<file path="src/rtl/lut_gate_bank_if.sv">
// rtl/lut_gate_bank_if.sv - configuration port bundle for lut_gate_bank
// Purpose: groups the shadow-write / commit handshake of the LUT bank.
// Signals:
//   cfg_valid  write request            cfg_ready  write/commit accepted (IDLE)
//   cfg_chan   target channel (CW bits)  cfg_lut    truth table, bit index {b,a}
//   cfg_mode   0 logic, 1 toggle         cfg_commit shadow -> active request
//   cfg_err    sticky out-of-range write seen
// Modports: master drives requests, slave (the bank) drives ready/err.
interface lut_gate_bank_if #(
  parameter int CHANNELS = 8
);
  localparam int CW = (CHANNELS > 1) ? $clog2(CHANNELS) : 1;

  logic          cfg_valid;
  logic          cfg_ready;
  logic [CW-1:0] cfg_chan;
  logic [3:0]    cfg_lut;
  logic          cfg_mode;
  logic          cfg_commit;
  logic          cfg_err;

  modport master (
    output cfg_valid, cfg_chan, cfg_lut, cfg_mode, cfg_commit,
    input  cfg_ready, cfg_err
  );

  modport slave (
    input  cfg_valid, cfg_chan, cfg_lut, cfg_mode, cfg_commit,
    output cfg_ready, cfg_err
  );
endinterface

</file>
<file path="src/rtl/lut_gate_bank.sv">
// rtl/lut_gate_bank.sv - bank of runtime-programmable 2-input LUT cells
// Purpose: CHANNELS independent cells, each r = lut[{b,a}], either registered
//   directly (logic mode) or XORed into its own state (toggle mode), followed by
//   PIPE_STAGES output registers. Config is double buffered: writes land in a
//   shadow copy and a commit copies the whole shadow into the active copy.
// Ports:
//   clk, rst_n      clock, asynchronous active-low reset
//   ena             datapath advance enable
//   in_a, in_b      per-channel operands
//   cfg             configuration port (lut_gate_bank_if.slave)
//   out, out_valid  pipelined cell outputs, outputs reflect active config
module lut_gate_bank #(
  parameter int         CHANNELS    = 8,
  parameter int         PIPE_STAGES = 1,
  parameter logic [3:0] CFG_DEFAULT = 4'b1000
) (
  input  logic                clk,
  input  logic                rst_n,
  input  logic                ena,
  input  logic [CHANNELS-1:0] in_a,
  input  logic [CHANNELS-1:0] in_b,
  lut_gate_bank_if.slave      cfg,
  output logic [CHANNELS-1:0] out,
  output logic                out_valid
);
  localparam int            CW     = (CHANNELS > 1) ? $clog2(CHANNELS) : 1;
  localparam logic [1:0]    LAT    = 2'(1 + PIPE_STAGES);
  localparam logic [CW:0]   CH_LIM = CHANNELS[CW:0];

  typedef enum logic [1:0] {
    ST_IDLE,
    ST_PENDING,
    ST_APPLY
  } state_t;

  state_t state_q, state_d;
  logic   load_active;

  logic [3:0]          shd_lut_q [CHANNELS];
  logic [3:0]          shd_lut_d [CHANNELS];
  logic [3:0]          act_lut_q [CHANNELS];
  logic [CHANNELS-1:0] shd_mode_q, shd_mode_d, act_mode_q;

  logic [CHANNELS-1:0] lut_r, cell_d, cell_q;
  logic [1:0]          vcnt_q;
  logic                err_q;
  logic                wr_fire, wr_in_range;

  // ---------------- config FSM ----------------
  always_ff @(posedge clk or negedge rst_n) begin
    if (!rst_n) state_q <= ST_IDLE;
    else        state_q <= state_d;
  end

  // A commit only takes effect on an enabled cycle so that the flush and the
  // datapath restart line up with a real clock of the cells.
  always_comb begin
    state_d     = state_q;
    load_active = 1'b0;
    case (state_q)
      ST_IDLE: begin
        if (cfg.cfg_commit) begin
          if (ena) begin
            load_active = 1'b1;
            state_d     = ST_APPLY;
          end else begin
            state_d = ST_PENDING;
          end
        end
      end
      ST_PENDING: begin
        if (ena) begin
          load_active = 1'b1;
          state_d     = ST_APPLY;
        end
      end
      ST_APPLY: state_d = ST_IDLE;
      default:  state_d = ST_IDLE;
    endcase
  end

  assign cfg.cfg_ready = (state_q == ST_IDLE);

  // ---------------- shadow / active config ----------------
  assign wr_fire     = cfg.cfg_valid & cfg.cfg_ready;
  assign wr_in_range = ({1'b0, cfg.cfg_chan} < CH_LIM);

  // Next shadow includes a write accepted this cycle, so a same-cycle
  // write+commit lands in the active copy immediately.
  always_comb begin
    shd_lut_d  = shd_lut_q;
    shd_mode_d = shd_mode_q;
    for (int i = 0; i < CHANNELS; i++) begin
      if (wr_fire && wr_in_range && (cfg.cfg_chan == CW'(i))) begin
        shd_lut_d[i]  = cfg.cfg_lut;
        shd_mode_d[i] = cfg.cfg_mode;
      end
    end
  end

  always_ff @(posedge clk or negedge rst_n) begin
    if (!rst_n) begin
      for (int i = 0; i < CHANNELS; i++) begin
        shd_lut_q[i] <= CFG_DEFAULT;
        act_lut_q[i] <= CFG_DEFAULT;
      end
      shd_mode_q <= '0;
      act_mode_q <= '0;
    end else begin
      shd_lut_q  <= shd_lut_d;
      shd_mode_q <= shd_mode_d;
      if (load_active) begin
        act_lut_q  <= shd_lut_d;
        act_mode_q <= shd_mode_d;
      end
    end
  end

  always_ff @(posedge clk or negedge rst_n) begin
    if (!rst_n)                       err_q <= 1'b0;
    else if (wr_fire && !wr_in_range) err_q <= 1'b1;
  end

  assign cfg.cfg_err = err_q;

  // ---------------- cells ----------------
  always_comb begin
    lut_r  = '0;
    cell_d = '0;
    for (int i = 0; i < CHANNELS; i++) begin
      lut_r[i]  = act_lut_q[i][{in_b[i], in_a[i]}];
      cell_d[i] = act_mode_q[i] ? (cell_q[i] ^ lut_r[i]) : lut_r[i];
    end
  end

  // vcnt counts enabled cycles since the last flush, saturating at the
  // pipeline depth; outputs are trustworthy once it gets there.
  always_ff @(posedge clk or negedge rst_n) begin
    if (!rst_n) begin
      cell_q <= '0;
      vcnt_q <= '0;
    end else if (load_active) begin
      cell_q <= '0;
      vcnt_q <= '0;
    end else if (ena) begin
      cell_q <= cell_d;
      if (vcnt_q != LAT) vcnt_q <= vcnt_q + 2'd1;
    end
  end

  assign out_valid = (vcnt_q == LAT);

  // ---------------- output pipeline ----------------
  generate
    if (PIPE_STAGES == 0) begin : g_nopipe
      assign out = cell_q;
    end else begin : g_pipe
      logic [CHANNELS-1:0] pipe_q [PIPE_STAGES];

      always_ff @(posedge clk or negedge rst_n) begin
        if (!rst_n) begin
          for (int i = 0; i < PIPE_STAGES; i++) pipe_q[i] <= '0;
        end else if (load_active) begin
          for (int i = 0; i < PIPE_STAGES; i++) pipe_q[i] <= '0;
        end else if (ena) begin
          pipe_q[0] <= cell_q;
          for (int i = 1; i < PIPE_STAGES; i++) pipe_q[i] <= pipe_q[i-1];
        end
      end

      assign out = pipe_q[PIPE_STAGES-1];
    end
  endgenerate
endmodule

</file>
<file path="src/flat_wrapper.sv">
// flat-port wrapper written by rule: the top's interface ports become plain ports
module lut_gate_bank_flat 
#(
  parameter int         CHANNELS    = 8,
  parameter int         PIPE_STAGES = 1,
  parameter logic [3:0] CFG_DEFAULT = 4'b1000
)
  (clk, rst_n, ena, in_a, in_b, out, out_valid, cfg_cfg_valid, cfg_cfg_chan, cfg_cfg_lut, cfg_cfg_mode, cfg_cfg_commit, cfg_cfg_ready, cfg_cfg_err);
  lut_gate_bank_if #(.CHANNELS(CHANNELS)) cfg_i ();
  input  logic clk;
  input  logic rst_n;
  input  logic ena;
  input  logic [CHANNELS-1:0] in_a;
  input  logic [CHANNELS-1:0] in_b;
  output logic [CHANNELS-1:0] out;
  output logic out_valid;
  input wire logic [$bits(cfg_i.cfg_valid)-1:0] cfg_cfg_valid;
  input wire logic [$bits(cfg_i.cfg_chan)-1:0] cfg_cfg_chan;
  input wire logic [$bits(cfg_i.cfg_lut)-1:0] cfg_cfg_lut;
  input wire logic [$bits(cfg_i.cfg_mode)-1:0] cfg_cfg_mode;
  input wire logic [$bits(cfg_i.cfg_commit)-1:0] cfg_cfg_commit;
  output wire logic [$bits(cfg_i.cfg_ready)-1:0] cfg_cfg_ready;
  output wire logic [$bits(cfg_i.cfg_err)-1:0] cfg_cfg_err;
  assign cfg_i.cfg_valid = cfg_cfg_valid;
  assign cfg_i.cfg_chan = cfg_cfg_chan;
  assign cfg_i.cfg_lut = cfg_cfg_lut;
  assign cfg_i.cfg_mode = cfg_cfg_mode;
  assign cfg_i.cfg_commit = cfg_cfg_commit;
  assign cfg_cfg_ready = cfg_i.cfg_ready;
  assign cfg_cfg_err = cfg_i.cfg_err;
  lut_gate_bank #(.CHANNELS(CHANNELS), .PIPE_STAGES(PIPE_STAGES), .CFG_DEFAULT(CFG_DEFAULT)) u_core (.clk(clk), .rst_n(rst_n), .ena(ena), .in_a(in_a), .in_b(in_b), .cfg(cfg_i), .out(out), .out_valid(out_valid));
endmodule
</file>
<file path="config.mk">
export PLATFORM = sky130hd
export DESIGN_NAME = lut_gate_bank_flat
export DESIGN_NICKNAME = d
export VERILOG_FILES = /design/src/rtl/lut_gate_bank_if.sv /design/src/rtl/lut_gate_bank.sv /design/src/flat_wrapper.sv
export SDC_FILE = /design/constraint.sdc
export NUM_CORES = 1
export LEC_CHECK = 0
export CAP_MARGIN = 10
export CORE_MARGIN = 10
export CORE_UTILIZATION = 55
export CTS_CLUSTER_SIZE = 14
export DETAILED_ROUTE_END_ITERATION = 8
export PLACE_DENSITY = 0.77
export SYNTH_ARGS = -nofsm -noshare
export SYNTH_HDL_FRONTEND = slang
export SYNTH_SLANG_ARGS = --single-unit
</file>
<file path="constraint.sdc">
create_clock -name clk -period 2 [get_ports clk]
set_clock_uncertainty 0.2 [all_clocks]
set_input_delay 0.4 -clock clk [delete_from_list [all_inputs] [get_ports clk]]
set_output_delay 0.4 -clock clk [all_outputs]
set_load 0.02 [all_outputs]
</file>
; Word-level counts from Yosys, hierarchy flattened
; Cells that the tools add are included.
[op_classes]
add_sub_neg = 1
n_lt_le_gt_ge = 8
eq_ne = 12
n_mux = 54
bitwise = 9
reduce_logical = 14
[ops]
columns = operator, n
row1 = $mux 4, 8
row2 = $mux 8, 4
row3 = $mux 1, 26
row4 = $lt 2x3->1 const B, 8
row5 = $bmux 1 s2, 8
row6 = $eq 3x3->1 const B, 4
row7 = $mux 2, 6
row8 = $logic_and 1x1->1, 8
row9 = $xor 1x1->1, 8
row10 = $eq 3x2->1 const B, 2
row11 = $ne 2x2->1 const B, 3
row12 = $pmux 2 s2, 1
row13 = $reduce_and 2->1, 2
row14 = $reduce_bool 2->1, 2
row15 = $eq 3x1->1 const B, 1
row16 = $logic_not 3->1, 1
row17 = $add 2x1->2 const B, 1
row18 = $eq 2x1->1 const B, 1
row19 = $eq 2x2->1 const B, 1
row20 = $logic_not 2->1, 1
row21 = $pmux 1 s2, 1
row22 = $and 1x1->1, 1
[totals]
ff_bits = 100
input_bits = 29
out_inout_bits = 11
word_cells = 120

; Depth between registers and ports, before layout
; Gate-level depths: netlist of run 1.
[depth]
depth_word = 6
depth_mapped = 6
mapped_depth_nobuf = 4

; Worst setup path after synthesis of run 1
; OpenSTA, ideal clock, no wires.
[synth_timing]
kind = input to register
from = input cfg_cfg_chan[0]
to = register u_core.act_lut_q[20] in the netlist's numbering
setup_time_ps = 129
arrival_ps = 1316
t_required_ps = 1671
slack_ps = 355
cell_stages = 5
path_buffers = 2
cell_sequence = clkbuf_1 or3b_1 clkbuf_2 o21ai_1 a31oi_1
[synth_between]
elab_chain_len = 3
[synth_rtl]
columns = element, line_no
row1 = from (decl), flat_wrapper.sv:18  ; input wire logic [$bits(cfg_i.cfg_chan)-1:0] cfg_cfg_chan;
row2 = $eq 3x2->1, lut_gate_bank.sv:94  ; if (wr_fire && wr_in_range && (cfg.cfg_chan == CW'(i))) begin
row3 = $logic_and 1x1->1, lut_gate_bank.sv:94
row4 = $mux 4, lut_gate_bank.sv:94
row5 = to (signal assigned), lut_gate_bank.sv:113  ; act_lut_q <= shd_lut_d;
row6 = to (decl), lut_gate_bank.sv:41  ; logic [3:0] act_lut_q [CHANNELS];
; No other way between the ends.
; A chain may end at the register's enable or synchronous reset.

; Worst setup path after layout of run 1
[layout_timing]
from = register u_core.vcnt_q[0]
to = output out_valid
[layout_between]
elab_chain_len = 1
[layout_rtl]
columns = element, line_no
row1 = from (decl), lut_gate_bank.sv:45  ; logic [1:0] vcnt_q;
row2 = from (signal assigned), lut_gate_bank.sv:147  ; if (vcnt_q != LAT) vcnt_q <= vcnt_q + 2'd1;
row3 = $eq 2x2->1, lut_gate_bank.sv:151  ; assign out_valid = (vcnt_q == LAT);
row4 = to (decl), flat_wrapper.sv:16  ; output logic out_valid;
; No other way between the ends.

==> results of run 1 <==
## synth_stat cells (2+ instances only)
cell type,instances,area [sq um]
dfrtp_1,84,2100
nand3_1,49,245
nand2_1,48,180
a21oi_1,40,200
a31oi_1,40,250
o21ai_0,36,180
clkbuf_1,25,93.8
inv_1,17,63.8
dfstp_2,16,420
o21ai_1,12,60.1
mux4_2,8,180
nand4_1,8,50.1
o221ai_1,7,61.3
xnor2_1,7,61.3
buf_2,6,30.0
buf_6,5,56.3
clkbuf_2,4,20.0
nand3b_1,3,22.5
and3b_1,2,17.5
nor2_1,2,7.51
or3b_1,2,17.5
## per-stage QoR
step                      power (mW)  setup WS, ps  hold WS, ps
after global placement          4.20          -119          150
after global routing            6.01          8.89          257
after detailed placement        4.31          -216          153
after floorplan                 3.76           355        -95.6
after CTS                       5.72          15.9          215
final                           5.70          69.4          223
## flip-flops by register name, indices dropped and copies added, names as in the netlist
register,flops
u_core.state_q,2
u_core.act_mode_q,8
u_core.cell_q,8
u_core.act_lut_q,32
u_core.vcnt_q,2
u_core.out,8
u_core.shd_lut_q,32
u_core.shd_mode_q,8
## how the worst max path moves through the flow
stage          depth (start not counted)             start                   end
2_1_floorplan                          5   cfg_cfg_chan[0]  u_core.act_lut_q[20]
3_3_place_gp                           5   cfg_cfg_chan[1]   u_core.act_lut_q[6]
3_5_place_dp                           5   cfg_cfg_chan[1]   u_core.act_lut_q[4]
4_1_cts                                3  u_core.vcnt_q[0]             out_valid
5_1_grt                                3  u_core.vcnt_q[0]             out_valid
6_report                               3  u_core.vcnt_q[0]             out_valid
## what timing repair did
action | in CTS | in global routing
hold endpoints to repair | 20 | 0
gates resized for setup | 2 | 3
hold buffers | 1 | 0
setup endpoints to repair | 2 | 2
## routing by layer
layer	global-route usage	vias up	part of all wire
met4	0.0771	0	0.018
met2	0.302	148	0.49
li1	-	1662	-
met1	0.245	1782	0.42
met3	0.0462	14	0.076
met5	0	-	0
## cell families (layout without fill, tap and decap cells)
group,count (synthesis),in the layout,synth area share
compound gates,140,140,0.179
xor+xnor,7,7,0.0138
fa+ha+maj,1,1,0.00281
buf+inv,58,107,0.0610
flops,100,100,0.567
mux,9,9,0.0427
other cells,1,1,0.000843
simple gates,121,121,0.133
## worst max-delay path, cell delays in order, from the launching register on
cell and delay (ps):
dfrtp_1 400, inv_1 70, ha_1 180, clkdlybuf4s15_1 310
## power groups by stage
stage	Clock, mW	Sequential [mW]	Combinational [mW]
floorplan	0	2.85	0.908
global placement	0	2.85	1.35
detailed placement	0	2.88	1.43
CTS	1.44	2.85	1.43
global route	1.51	2.91	1.59
finish	1.42	2.85	1.43
## layout make-up
type,instances,area [sq um]
repair buffers,74,741
clock inverters,4,72.6
multi-input cells,279,1670
inverters,17,63.8
fillers,582,2470
flip-flops and latches,100,2520
clock buffers,12,145
well taps,102,128
==> impl_results.md, run 1 <==
* Status: finished clean
* Syn Nets at 467
* Hold_sp: ena
* Async S/R FF share, synth at 1.00
* Total number of vias at 3606
* DR pass1 iterations at 5
* Pin count of the biggest net entering global routing at 31
* Initial Utilization at 0.570
* CTS buffer count at 9
* Post-Synthesis Cell Area at 4450 sq um
* First-pass GRT wire length at 18200 um
* Seq pwr share at 0.501
* Final worst-path cycle share at 0.965
* Most frequent cells in the layout: dfrtp_1 (84), nand3_1 (49), nand2_1 (48), a21oi_1 (40), a31oi_1 (40)
* Diodes inserted at 0
* Most common cell after layout, fill and taps aside: dfrtp_1
* WP data arrival at 1330 ps
* R2R depth at 4
* Sink Count at 100
* Reg-to-Reg Start: u_core.state_q[0]
* Max cap viols at 0
* Final Max Slew Viols at 0
* Layout cell share with drive strength beyond 1 at 0.167
* Height of the die at 110 um
* Placement Rows at 32
* Initial DRC Count at 245
* Post-DP HPWL at 7500 um
* Vias in the first global route at 3657
* RSZ-0062 raised after global routing: false
* Core area at 7810 sq um
* Peak VDD IR at 0.000449 V
* Clock Path Buffers at 2
* Setup Fix Bufs, Post-CTS at 0
* # IOs at 40
* Yosys Warn Count at 0
* FF-to-FF setup slack at 100 ps
* Root buffer cell: clkbuf_8
* Proportion of synthesized chip area in sequential cells at 0.567
* GRT Overall Usage at 0.190
* DRC at 0
* Die X at 110 um
* Cell Count, Final, Fillers Out at 588
* Placed insts at 571
* Max Freq at 518 MHz
* Pint at 3.98 mW
* Synth Instances at 437
* Post-Route WL at 11000 um
* Final core occ at 0.684
* IO buf count at 38
* DR WL/cell at 18.6 um
* Die area at 12100 sq um
* Main synth FF type: dfrtp_1
* Antenna violations before repair at 0
* Syn_area_per_cell at 10.2 sq um
* Clk pwr share at 0.249
* Min cycle time layout at 1930 ps
* Req. time, crit path at 1400 ps
* CP startpoint kind: flop
* Number of nets still failing antenna checks after routing at 0
* Leakage at 2.30 nW
* Fin. Hold Viols at 0
* Worst Hold Depth at 2
* Setup CP Type: reg2out
* Net Sw Frac at 0.301
* H-Tree Depth at 3
* Critical Path Fanout Max at 3
* Combinational Power Share at 0.250
* TNS Setup at 0 ps
* Reg2reg end: u_core.act_lut_q[17]
* Area Overhead vs Synth at 20.0%
* Gp weighted congestion at 0.778
* Setup crit end kind: output port
* Number of enable flip-flop cells after synthesis at 0
* Worst-path clk slew at 100 ps
* Placed cell areas at 5120 sq um
* Grt ovf at 0
* Hold EP: u_core.out[2]
* DR vias/cell at 6.13
* Final setup viols at 0
* Synth unique cells at 37
* Clk Latency, worst-skew pair at 370 ps
* Final nets at 511
* Worst Hold Class: in2reg
* Design area at 5340 sq um
* Post-synthesis register bit count at 100
* PwrDens at 1070 nW/um^2
* Net Sw Power at 1.72 mW
* CTS tree: done
Note: power is estimated with default switching activity, not from simulation.
==> inputs of run 2 (changes only) <==
GPL_TIMING_DRIVEN = 0   (was unset)
RECOVER_POWER = 25   (was unset)
SLEW_MARGIN = 0   (was unset)
==> run 2 against run 1 <==
Effect of this change:
- via count increased by 0.58%
- non-clock buffer count decreased by 1
- sequential share of layout area increased by 1.6 points
- power increased by 1.5%
==> impl_results.md, run 2 (synthesis results as in run 1) <==
* Final nets at 510 (was 511)
* R2R depth at 5 (was 4)
* RSZ-0062 raised after global routing: false (unchanged)
* Pin count of the biggest net entering global routing at 71 (was 31)
* Least-Margin Pin Slew at 824 ps
* Total number of vias at 3627 (was 3606)
* Final worst slack at 50.9 ps (was 69.4 ps)
* PwrDens at 1120 nW/um^2 (was 1070 nW/um^2)
* Worst-path clk slew at 100 ps (about the same)
* Placed cell areas at 4900 sq um (was 5120 sq um)
* Sink Count at 100 (unchanged)
* DP Worst Slack at -391 ps (was -216 ps)
* TNS Setup at 0 ps (unchanged)
* DR pass1 iterations at 5 (unchanged)
* Gp weighted congestion at 0.810 (was 0.778)
* Final core occ at 0.661 (was 0.684)
* Vias in the first global route at 3608 (was 3657)
* Post-DP HPWL at 7780 um (was 7500 um)
* Largest regs: u_core.act_lut_q: 32 flops, u_core.shd_lut_q: 32 flops (unchanged)
* Post-Route WL at 11300 um (was 11000 um)
* Design area at 5160 sq um (was 5340 sq um)
* Fin. Hold Viols at 0 (unchanged)
* Antenna violations before repair at 0 (unchanged)
* Initial Utilization at 0.570 (unchanged)
* CTS tree: done (unchanged)
* Layout cell share with drive strength beyond 1 at 0.142 (was 0.167)
* IO buf count at 30 (was 38)
* Placement Rows at 32 (unchanged)
* Req. time, crit path at 1400 ps (about the same)
* # IOs at 40 (unchanged)
* CTS buffer count at 9 (unchanged)
* CP startpoint kind: flop (unchanged)
* Initial DRC Count at 323 (was 245)
* Setup crit end kind: output port (unchanged)
* DR WL/cell at 19.2 um (was 18.6 um)
* Final Max Slew Viols at 0 (unchanged)
* Max cap viols at 0 (unchanged)
* Height of the die at 110 um (unchanged)
* WP data arrival at 1350 ps (was 1330 ps)
* Worst rel slew slack at 0.451
* Peak VDD IR at 0.000468 V (was 0.000449 V)
* Most frequent cells in the layout: dfrtp_1 (84), nand3_1 (49), nand2_1 (48), a21oi_1 (40), a31oi_1 (40) (unchanged)
* First-pass GRT wire length at 18100 um (was 18200 um)
* Clk Latency, worst-skew pair at 360 ps (was 370 ps)
* Root buffer cell: clkbuf_8 (unchanged)
* Clock Path Buffers at 2 (unchanged)
* Setup CP Type: reg2out (unchanged)
* Most common cell after layout, fill and taps aside: dfrtp_1 (unchanged)
* Final setup viols at 0 (unchanged)
* Die area at 12100 sq um (unchanged)
* Grt ovf at 0 (unchanged)
* DR vias/cell at 6.18 (was 6.13)
* Max Freq at 513 MHz (was 518 MHz)
* Core area at 7810 sq um (unchanged)
* Leakage at 2.21 nW (was 2.30 nW)
* DRC at 0 (unchanged)
* Die X at 110 um (unchanged)
* Area Overhead vs Synth at 16.0% (was 20.0%)
* Min cycle time layout at 1950 ps (was 1930 ps)
* Final hold slack at 255 ps (was 223 ps)
* Status: finished clean (unchanged)
* Diodes inserted at 0 (unchanged)
* Number of nets still failing antenna checks after routing at 0 (unchanged)
* GRT Overall Usage at 0.189 (was 0.190)
* Final worst-path cycle share at 0.975 (was 0.965)
* Critical Path Fanout Max at 3 (unchanged)
* Worst Hold Depth at 3 (was 2)
* Worst Hold Class: in2reg (unchanged)
* H-Tree Depth at 3 (unchanged)
-- run 2: changes by cell type in the layout (fill, tap and decap cells not counted), moves of 7 or more --
cell / previous run / this run
clkbuf_2: 1 / 14
o21ai_0: 36 / 27
buf_4: 28 / 1
o21ai_1: 12 / 21
buf_12: 8 / 0
clkbuf_1: 2 / 17
clkdlybuf4s50_1: 34 / 27
-- run 2: metal layers --
layer | track usage | part of all wire | wire length [um] | vias to the layer above
li1 | - | - | - | 1654
met1 | 0.254 | 0.44 | 4930 | 1782
met2 | 0.299 | 0.47 | 5320 | 164
met3 | 0.0357 | 0.071 | 801 | 27
met4 | 0.0669 | 0.019 | 211 | 0
met5 | 0 | 0 | 0 | -
-- run 2: power breakdown --
group	total (mW)	internal [mW]	switching, mW
Combinational	1.38	0.602	0.782
Sequential	2.85	2.59	0.260
Clock	1.54	0.834	0.709
-- run 2: worst max-delay path: stages, from the launching register on --
cell and delay, ps:
dfrtp_1 410, inv_1 60, ha_1 180, dlygate4sd2_1 350
-- run 2: cell type report --
type / count / area [sq um]
Buffer: 41 / 219
Clock inverter: 6 / 114
Sequential cell: 100 / 2520
Inverter: 17 / 63.8
Multi-Input combinational cell: 279 / 1660
Fill cell: 649 / 2650
Timing Repair Buffer: 32 / 332
Tap cell: 102 / 128
Clock buffer: 10 / 128
-- run 2: through the flow --
stage	instances	total power, mW
after floorplan	437	3.76
after global routing	587	6.08
final	587	5.78
after detailed placement	570	4.26
after global placement	569	4.16
after CTS	587	5.77
-- run 2: path summary, 6_finish.rpt --
kind / endpoint / slack, ps / startpoint
worst max-delay path: out_valid / 50 / u_core.vcnt_q[0]
worst min register to register: u_core.vcnt_q[0] / 290 / u_core.vcnt_q[0]
worst max register to register: u_core.act_lut_q[9] / 90 / u_core.state_q[1]
worst min-delay path: u_core.shd_mode_q[4] / 250 / cfg_cfg_mode
max in group asynchronous: u_core.act_lut_q[3] / 290 / rst_n
min in group asynchronous: u_core.out[1] / 450 / rst_n
-- run 2: timing repair --
action                                  CTS  global route
endpoints found under the setup margin    5            55
setup buffers                             0             0
endpoints found under the hold margin    26             0
hold buffers                              1             0
resized for setup                         3            26
